## src/rtl/tile_feeder_pkg.sv

```systemverilog
// Shared types and constants for the tile_feeder block.
// Optional feature macro: TILE_FEEDER_FLUSH_EN adds a trailing flush beat per command.
package tile_feeder_pkg;

  localparam int unsigned A_W     = 8;
  localparam int unsigned B_W     = 19;
  localparam int unsigned SHIFT_W = 4;

`ifdef TILE_FEEDER_FLUSH_EN
  typedef enum logic [1:0] {
    ST_IDLE    = 2'd0,
    ST_PRELOAD = 2'd1,
    ST_COMPUTE = 2'd2,
    ST_FLUSH   = 2'd3
  } state_t;
`else
  typedef enum logic [1:0] {
    ST_IDLE    = 2'd0,
    ST_PRELOAD = 2'd1,
    ST_COMPUTE = 2'd2
  } state_t;
`endif

  // Per-beat control word presented to the Tile alongside the data
  typedef struct packed {
    logic               propagate;
    logic [SHIFT_W-1:0] shift;
  } ctrl_t;

endpackage

```

## src/rtl/tile_feeder_out_reg.sv

```systemverilog
// Registered Tile-facing output bank: payload loads on 'load', valid strobes for one cycle.
module tile_feeder_out_reg
  import tile_feeder_pkg::*;
#(
  parameter int unsigned DBITS = 32
) (
  input  logic             clock,
  input  logic             reset,
  input  logic             load,
  input  logic [A_W-1:0]   load_a,
  input  logic [B_W-1:0]   load_b,
  input  logic [DBITS-1:0] load_d,
  input  ctrl_t            load_ctrl,
  output logic [A_W-1:0]   a,
  output logic [B_W-1:0]   b,
  output logic [DBITS-1:0] d,
  output ctrl_t            ctrl,
  output logic             valid
);

  // Valid follows the load strobe one cycle later; the Tile has no backpressure
  always_ff @(posedge clock or posedge reset) begin
    if (reset) begin
      valid <= 1'b0;
    end else begin
      valid <= load;
    end
  end

  // Payload and control hold their last beat between loads
  always_ff @(posedge clock or posedge reset) begin
    if (reset) begin
      a    <= '0;
      b    <= '0;
      d    <= '0;
      ctrl <= '0;
    end else if (load) begin
      a    <= load_a;
      b    <= load_b;
      d    <= load_d;
      ctrl <= load_ctrl;
    end
  end

endmodule

```

## src/rtl/tile_feeder.sv

```systemverilog
// Transmit-side driver for a single-PE mesh Tile: one preload beat then len compute beats
// per command, with the propagate bit toggling per command.
// Optional feature macro: TILE_FEEDER_FLUSH_EN appends a zero-data flush beat with
// inverted propagate so the final accumulator leaves the PE before done.
module tile_feeder
  import tile_feeder_pkg::*;
#(
  parameter int unsigned DBITS = 32,
  parameter int unsigned LEN_W = 5
) (
  input  logic               clock,
  input  logic               reset,
  input  logic               cmd_valid,
  output logic               cmd_ready,
  input  logic [SHIFT_W-1:0] cmd_shift,
  input  logic [LEN_W-1:0]   cmd_len,
  input  logic               in_valid,
  output logic               in_ready,
  input  logic [A_W-1:0]     in_a,
  input  logic [B_W-1:0]     in_b,
  input  logic [DBITS-1:0]   in_d,
  output logic [A_W-1:0]     io_out_a_0,
  output logic [B_W-1:0]     io_out_b_0,
  output logic [DBITS-1:0]   io_out_d_0,
  output logic               io_out_control_0_propagate,
  output logic [SHIFT_W-1:0] io_out_control_0_shift,
  output logic               io_out_valid_0,
  output logic               busy,
  output logic               done
);

  state_t             state, state_nxt;
  logic [LEN_W-1:0]   cnt, cnt_nxt;
  logic [LEN_W-1:0]   len_q, len_nxt;
  logic [SHIFT_W-1:0] shift_q, shift_nxt;
  logic               prop_q, prop_nxt;
  logic               done_q, done_nxt;

  logic               ld;
  logic [A_W-1:0]     ld_a;
  logic [B_W-1:0]     ld_b;
  logic [DBITS-1:0]   ld_d;
  ctrl_t              ld_ctrl;
  ctrl_t              out_ctrl;
  logic               last_beat;

  // Handshake readiness depends on state only
  assign cmd_ready = (state == ST_IDLE);
  assign in_ready  = (state == ST_PRELOAD) || (state == ST_COMPUTE);
  assign busy      = (state != ST_IDLE);
  assign done      = done_q;

  // State, command latches, propagate phase and beat counter
  always_ff @(posedge clock or posedge reset) begin
    if (reset) begin
      state   <= ST_IDLE;
      cnt     <= '0;
      len_q   <= '0;
      shift_q <= '0;
      prop_q  <= 1'b0;
      done_q  <= 1'b0;
    end else begin
      state   <= state_nxt;
      cnt     <= cnt_nxt;
      len_q   <= len_nxt;
      shift_q <= shift_nxt;
      prop_q  <= prop_nxt;
      done_q  <= done_nxt;
    end
  end

  // Next-state logic and the beat to be loaded into the output bank
  always_comb begin
    state_nxt         = state;
    cnt_nxt           = cnt;
    len_nxt           = len_q;
    shift_nxt         = shift_q;
    prop_nxt          = prop_q;
    done_nxt          = 1'b0;
    last_beat         = 1'b0;
    ld                = 1'b0;
    ld_a              = '0;
    ld_b              = '0;
    ld_d              = '0;
    ld_ctrl.propagate = prop_q;
    ld_ctrl.shift     = shift_q;

    case (state)
      ST_IDLE: begin
        if (cmd_valid) begin
          shift_nxt = cmd_shift;
          len_nxt   = cmd_len;
          prop_nxt  = ~prop_q;
          cnt_nxt   = '0;
          state_nxt = ST_PRELOAD;
        end
      end

      ST_PRELOAD: begin
        if (in_valid) begin
          ld   = 1'b1;
          ld_d = in_d;
          if (len_q != '0) begin
            state_nxt = ST_COMPUTE;
          end else begin
            last_beat = 1'b1;
          end
        end
      end

      ST_COMPUTE: begin
        if (in_valid) begin
          ld      = 1'b1;
          ld_a    = in_a;
          ld_b    = in_b;
          // cnt tops out at len, which always fits in LEN_W bits
          cnt_nxt = cnt + LEN_W'(1);
          if (cnt == len_q - LEN_W'(1)) begin
            last_beat = 1'b1;
          end
        end
      end

`ifdef TILE_FEEDER_FLUSH_EN
      ST_FLUSH: begin
        // Zero beat with the opposite accumulator selected pushes the result out
        ld                = 1'b1;
        ld_ctrl.propagate = ~prop_q;
        done_nxt          = 1'b1;
        state_nxt         = ST_IDLE;
      end
`endif

      default: begin
        state_nxt = ST_IDLE;
      end
    endcase

    if (last_beat) begin
`ifdef TILE_FEEDER_FLUSH_EN
      state_nxt = ST_FLUSH;
`else
      done_nxt  = 1'b1;
      state_nxt = ST_IDLE;
`endif
    end
  end

  // Registered Tile-facing outputs
  tile_feeder_out_reg #(
    .DBITS (DBITS)
  ) u_out_reg (
    .clock     (clock),
    .reset     (reset),
    .load      (ld),
    .load_a    (ld_a),
    .load_b    (ld_b),
    .load_d    (ld_d),
    .load_ctrl (ld_ctrl),
    .a         (io_out_a_0),
    .b         (io_out_b_0),
    .d         (io_out_d_0),
    .ctrl      (out_ctrl),
    .valid     (io_out_valid_0)
  );

  assign io_out_control_0_propagate = out_ctrl.propagate;
  assign io_out_control_0_shift     = out_ctrl.shift;

endmodule
```

## config.mk

```make
export PLATFORM = sky130hd
export DESIGN_NAME = tile_feeder
export DESIGN_NICKNAME = d
export VERILOG_FILES = /design/src/rtl/tile_feeder_pkg.sv /design/src/rtl/tile_feeder_out_reg.sv /design/src/rtl/tile_feeder.sv
export SDC_FILE = /design/constraint.sdc
export NUM_CORES = 1
export LEC_CHECK = 0
export BUFFER_PORTS_ARGS = -buffer_cell sky130_fd_sc_hd__buf_2
export CAP_MARGIN = 25
export CORE_ASPECT_RATIO = 2
export CORE_UTILIZATION = 52
export DETAILED_ROUTE_END_ITERATION = 16
export PLACE_DENSITY = 0.85
export SLEW_MARGIN = 5
export SYNTH_ARGS = -nofsm -noshare
export SYNTH_HDL_FRONTEND = slang
export SYNTH_SLANG_ARGS = --single-unit
```

## constraint.sdc

```tcl
create_clock -name clock -period 4.4 [get_ports clock]
set_input_delay 0.88 -clock clock [delete_from_list [all_inputs] [get_ports clock]]
set_output_delay 0.88 -clock clock [all_outputs]
set_load 0.05 [all_outputs]
```

==> results.md <==
* Status: completed
* CP Launch Type: flop
* Maximum root-to-sink buffer count at 2
* Congestion Overflow GR at 0
* Core box area at 6670 um2
* RSZ-0062 raised after global routing: no
* Initial antenna violation count at 0
* Psw at 1.93 mW
* Synth Register Bits at just over 80
* Synth Area in Compound Gates at 3.78%
* Crit-path cells: inv_1 > ha_1 > buf_2
* Post-CTS Setup Inserts at 0
* Crit path required time at 3.52 ns
* Kind of cell adding the most delay to the critical path: buffers and inverters
* Switching part of the total at approximately 50%
* Setup violations, final at 0
* Adder and majority gate portion of the synthesized area at under 10%
* Synthesis Warnings at 0
* Final Cycle Share at 53.8%
* Rel. slew slack at 41.4%
* Area Overhead vs Synth at 29.1%
* Post-synthesis mux area share at 3.82%
* # Max-Cap Violations at 0
* Hold Crit Class: flop to flop
* Post-Syn Instances at 383
* CTS sink count at 83
* Power Density at 837 nW/um2
* Fin crit period at 2.37 ns
* CTS tree: yes
* Synth cell types at 35
* Final HPWL DP at roughly 6000 um
* Final setup TNS at 0 ns
* Clock group share of total power at 19.3%
* Die W at 60.9 um
* Hold buffer count at cts at 0
* Final Wtd Congestion at approximately 0.8
* Xor and xnor area share after synthesis at 1.46%
* Initial DRC Count at ~180
* Area contributors post-synth: dfrtp_1 58%, nand2_1 14%, nand3_1 8.7%, mux2_2 3.1%, ha_1 2.1%
* Clk pin slew, worst setup/hold paths at 0.06 ns
* Final nets at between 500 and 600
* Layout fillers at 535
* WP buf/inv at 2
* Layout Utilization at 69.7%
* H-tree levels at 3
* Hold Vio Cnt, Final at 0
* Slew of the pin with the lowest slew margin at 0.877 ns
* Resized cells post-CTS at 0
* Global-route wire length before repair at 13800 um
* Port bufs at 140
* Data arrival, critical path at ~1.5 ns
* Post-synth top area cell: dfrtp_1
* Int Pwr at 1.96 mW
* CP endpoint kind: output pin
* Via count at around 3200
* Initial core utilization at roughly 54%
* Final Max Tran Viols at 0
* Syn nets at 461
* Worst skew pair latency at roughly 0.34 ns
* Area share of the largest cell type after synthesis at 57.6%
* Leak at 2.73 nW
* CP Class: flop to output pin
* Sequential share of the synthesized area at between 50% and 60%
* Largest family of logic cells by synthesized area: simple AND/OR/NAND/NOR gates
* Largest net degree at the start of global routing at 66
* CP Max Fanout at 8
* Sequential Power Share at about a third
* Reg-to-reg setup timing slack at 2.17 ns
* F_max at 423 MHz
* I/O pin count at 141
* Layout cell share with drive strength beyond 1 at 33.8%
* Number of global-route vias before repair at 3145
* DRC Markers at 0
* Row count at 42
* Chip height at between 100 and 150 um
* Max incr delay on CP at 0.38 ns
* Via density per instance at between 5 and 6
* Critical-path top delay cell: dfrtp_1
* Post-Syn Area at between 3000 and 4000 um2
* Peak supply drop at 537 uV
* Simple-Gate Fraction of Synth Area at 27.2%
* Root Driver: clkbuf_16
* WL per Instance at 14.2 um
* Comb power frac at 49.3%
* Antenna viol nets, final at 0
* Drt total wl at roughly 8600 um
* Clock Skews at 0.00469 ns
* Initial DRT Pass Iterations at 4
* Mean Syn Cell Area at 9.41 um2
* Die area at 7290 um2
* Number of CTS-inserted buffers at 9
* Gr usage total at 25.6%
* Antenna Cells at 0
## tightest hold or removal path, cell delays in order (launching register included)
cell	delay (ns)
dfrtp_1	0.33
nand2_1	0.05
nand2_1	0.05
## cell usage in the layout (no fill, tap or decap), types with 5 or more instances in the layout
cell and instances:
a31oi_1 5, buf_2 140, clkbuf_16 9, dfrtp_1 83, ha_1 6, inv_1 6
mux2_2 10, nand2_1 136, nand3_1 63, nor2_1 5
## cell families after synthesis
logic type / Yosys count
AO/OA/AOI/OAI: 20
AND/OR/NAND/NOR: 224
adder cells (fa/ha/maj): 6
buffers and inverters: 32
flip-flops: 83
multiplexers: 12
XOR/XNOR: 6
## final timing paths
| kind | from | end | cells after the start |
|---|---|---|---|
| max | state[1] | cmd_ready | 3 |
| min | u_out_reg.d[21] | u_out_reg.d[21] | 2 |
| max reg2reg | len_q[0] | state[0] | 7 |
| min reg2reg | u_out_reg.d[21] | u_out_reg.d[21] | 2 |
| max in group asynchronous | reset | u_out_reg.b[16] | 3 |
| min in group asynchronous | reset | u_out_reg.d[10] | 2 |
## state kept, by name, summed over array words and instances, names as in the netlist
register,cells
cnt,5
shift_q,4
u_out_reg.b,19
len_q,5
u_out_reg.d,32
state,2
u_out_reg.ctrl,5
prop_q,1
u_out_reg.valid,1
u_out_reg.a,8
done,1
## layer usage
layer	up-vias	GRT usage, %	routed length (um)
met1	1530	29.2	3150
met4	0	14.3	293
met5	-	0	0
li1	1525	-	-
met2	126	42.0	4690
met3	27	6.47	495
## power groups by stage
stage | registers, mW | logic [mW] | clock network [mW]
final | 1.22 | 1.92 | 0.752
after global routing | 1.26 | 2.05 | 0.791
after CTS | 1.22 | 1.93 | 0.766
after detailed placement | 1.23 | 1.92 | 0
after global placement | 1.22 | 1.86 | 0
after floorplan | 1.97 | 0.725 | 0
## area by class of cell
| cell class | count | area, um2 | share of cell area [%] |
|---|---|---|---|
| Tap cell | 88 | 110 | 2.37 |
| Clock inverter | 5 | 60.1 | 1.29 |
| Timing Repair Buffer | 145 | 746 | 16.0 |
| Multi-Input combinational cell | 268 | 1390 | 29.8 |
| Clock buffer | 11 | 243 | 5.22 |
| Inverter | 8 | 31.3 | 0.672 |
| Sequential cell | 83 | 2080 | 44.6 |
## cells in the mapped netlist
master and count:
or4b_4 1, mux2_2 10, o22ai_1 1, nand4_1 3, nand2b_1 1, xor2_1 2
a31oi_1 5, dfrtp_1 83, and2b_1 1, a21oi_1 1, and2_1 1, clkbuf_1 16
buf_6 2, nor3_1 4, inv_1 8, or3_1 1, nand3_1 63, a21o_1 3
nor2_1 5, ha_1 6, nor2b_1 3, nand4b_1 1, o2bb2ai_1 1, nand2_1 137
and3b_1 1, or2b_2 1, xnor2_1 4, buf_1 5, mux2_4 1, nor4b_1 1
clkbuf_8 1, o211ai_1 1, a22o_1 4, o21ai_0 4, mux2i_1 1
## through the flow
step	std cells	total power, mW	setup slack, ns	area, um2	hold slack, ns
finish	608	3.89	2.03	4650	0.460
detailed placement	592	3.15	2.04	4350	0.449
global route	608	4.10	1.97	4650	0.480
global placement	591	3.09	2.06	4330	0.442
CTS	608	3.91	2.04	4650	0.463
floorplan	383	2.70	1.38	3600	0.433
Power figures use the tool's default switching activity.
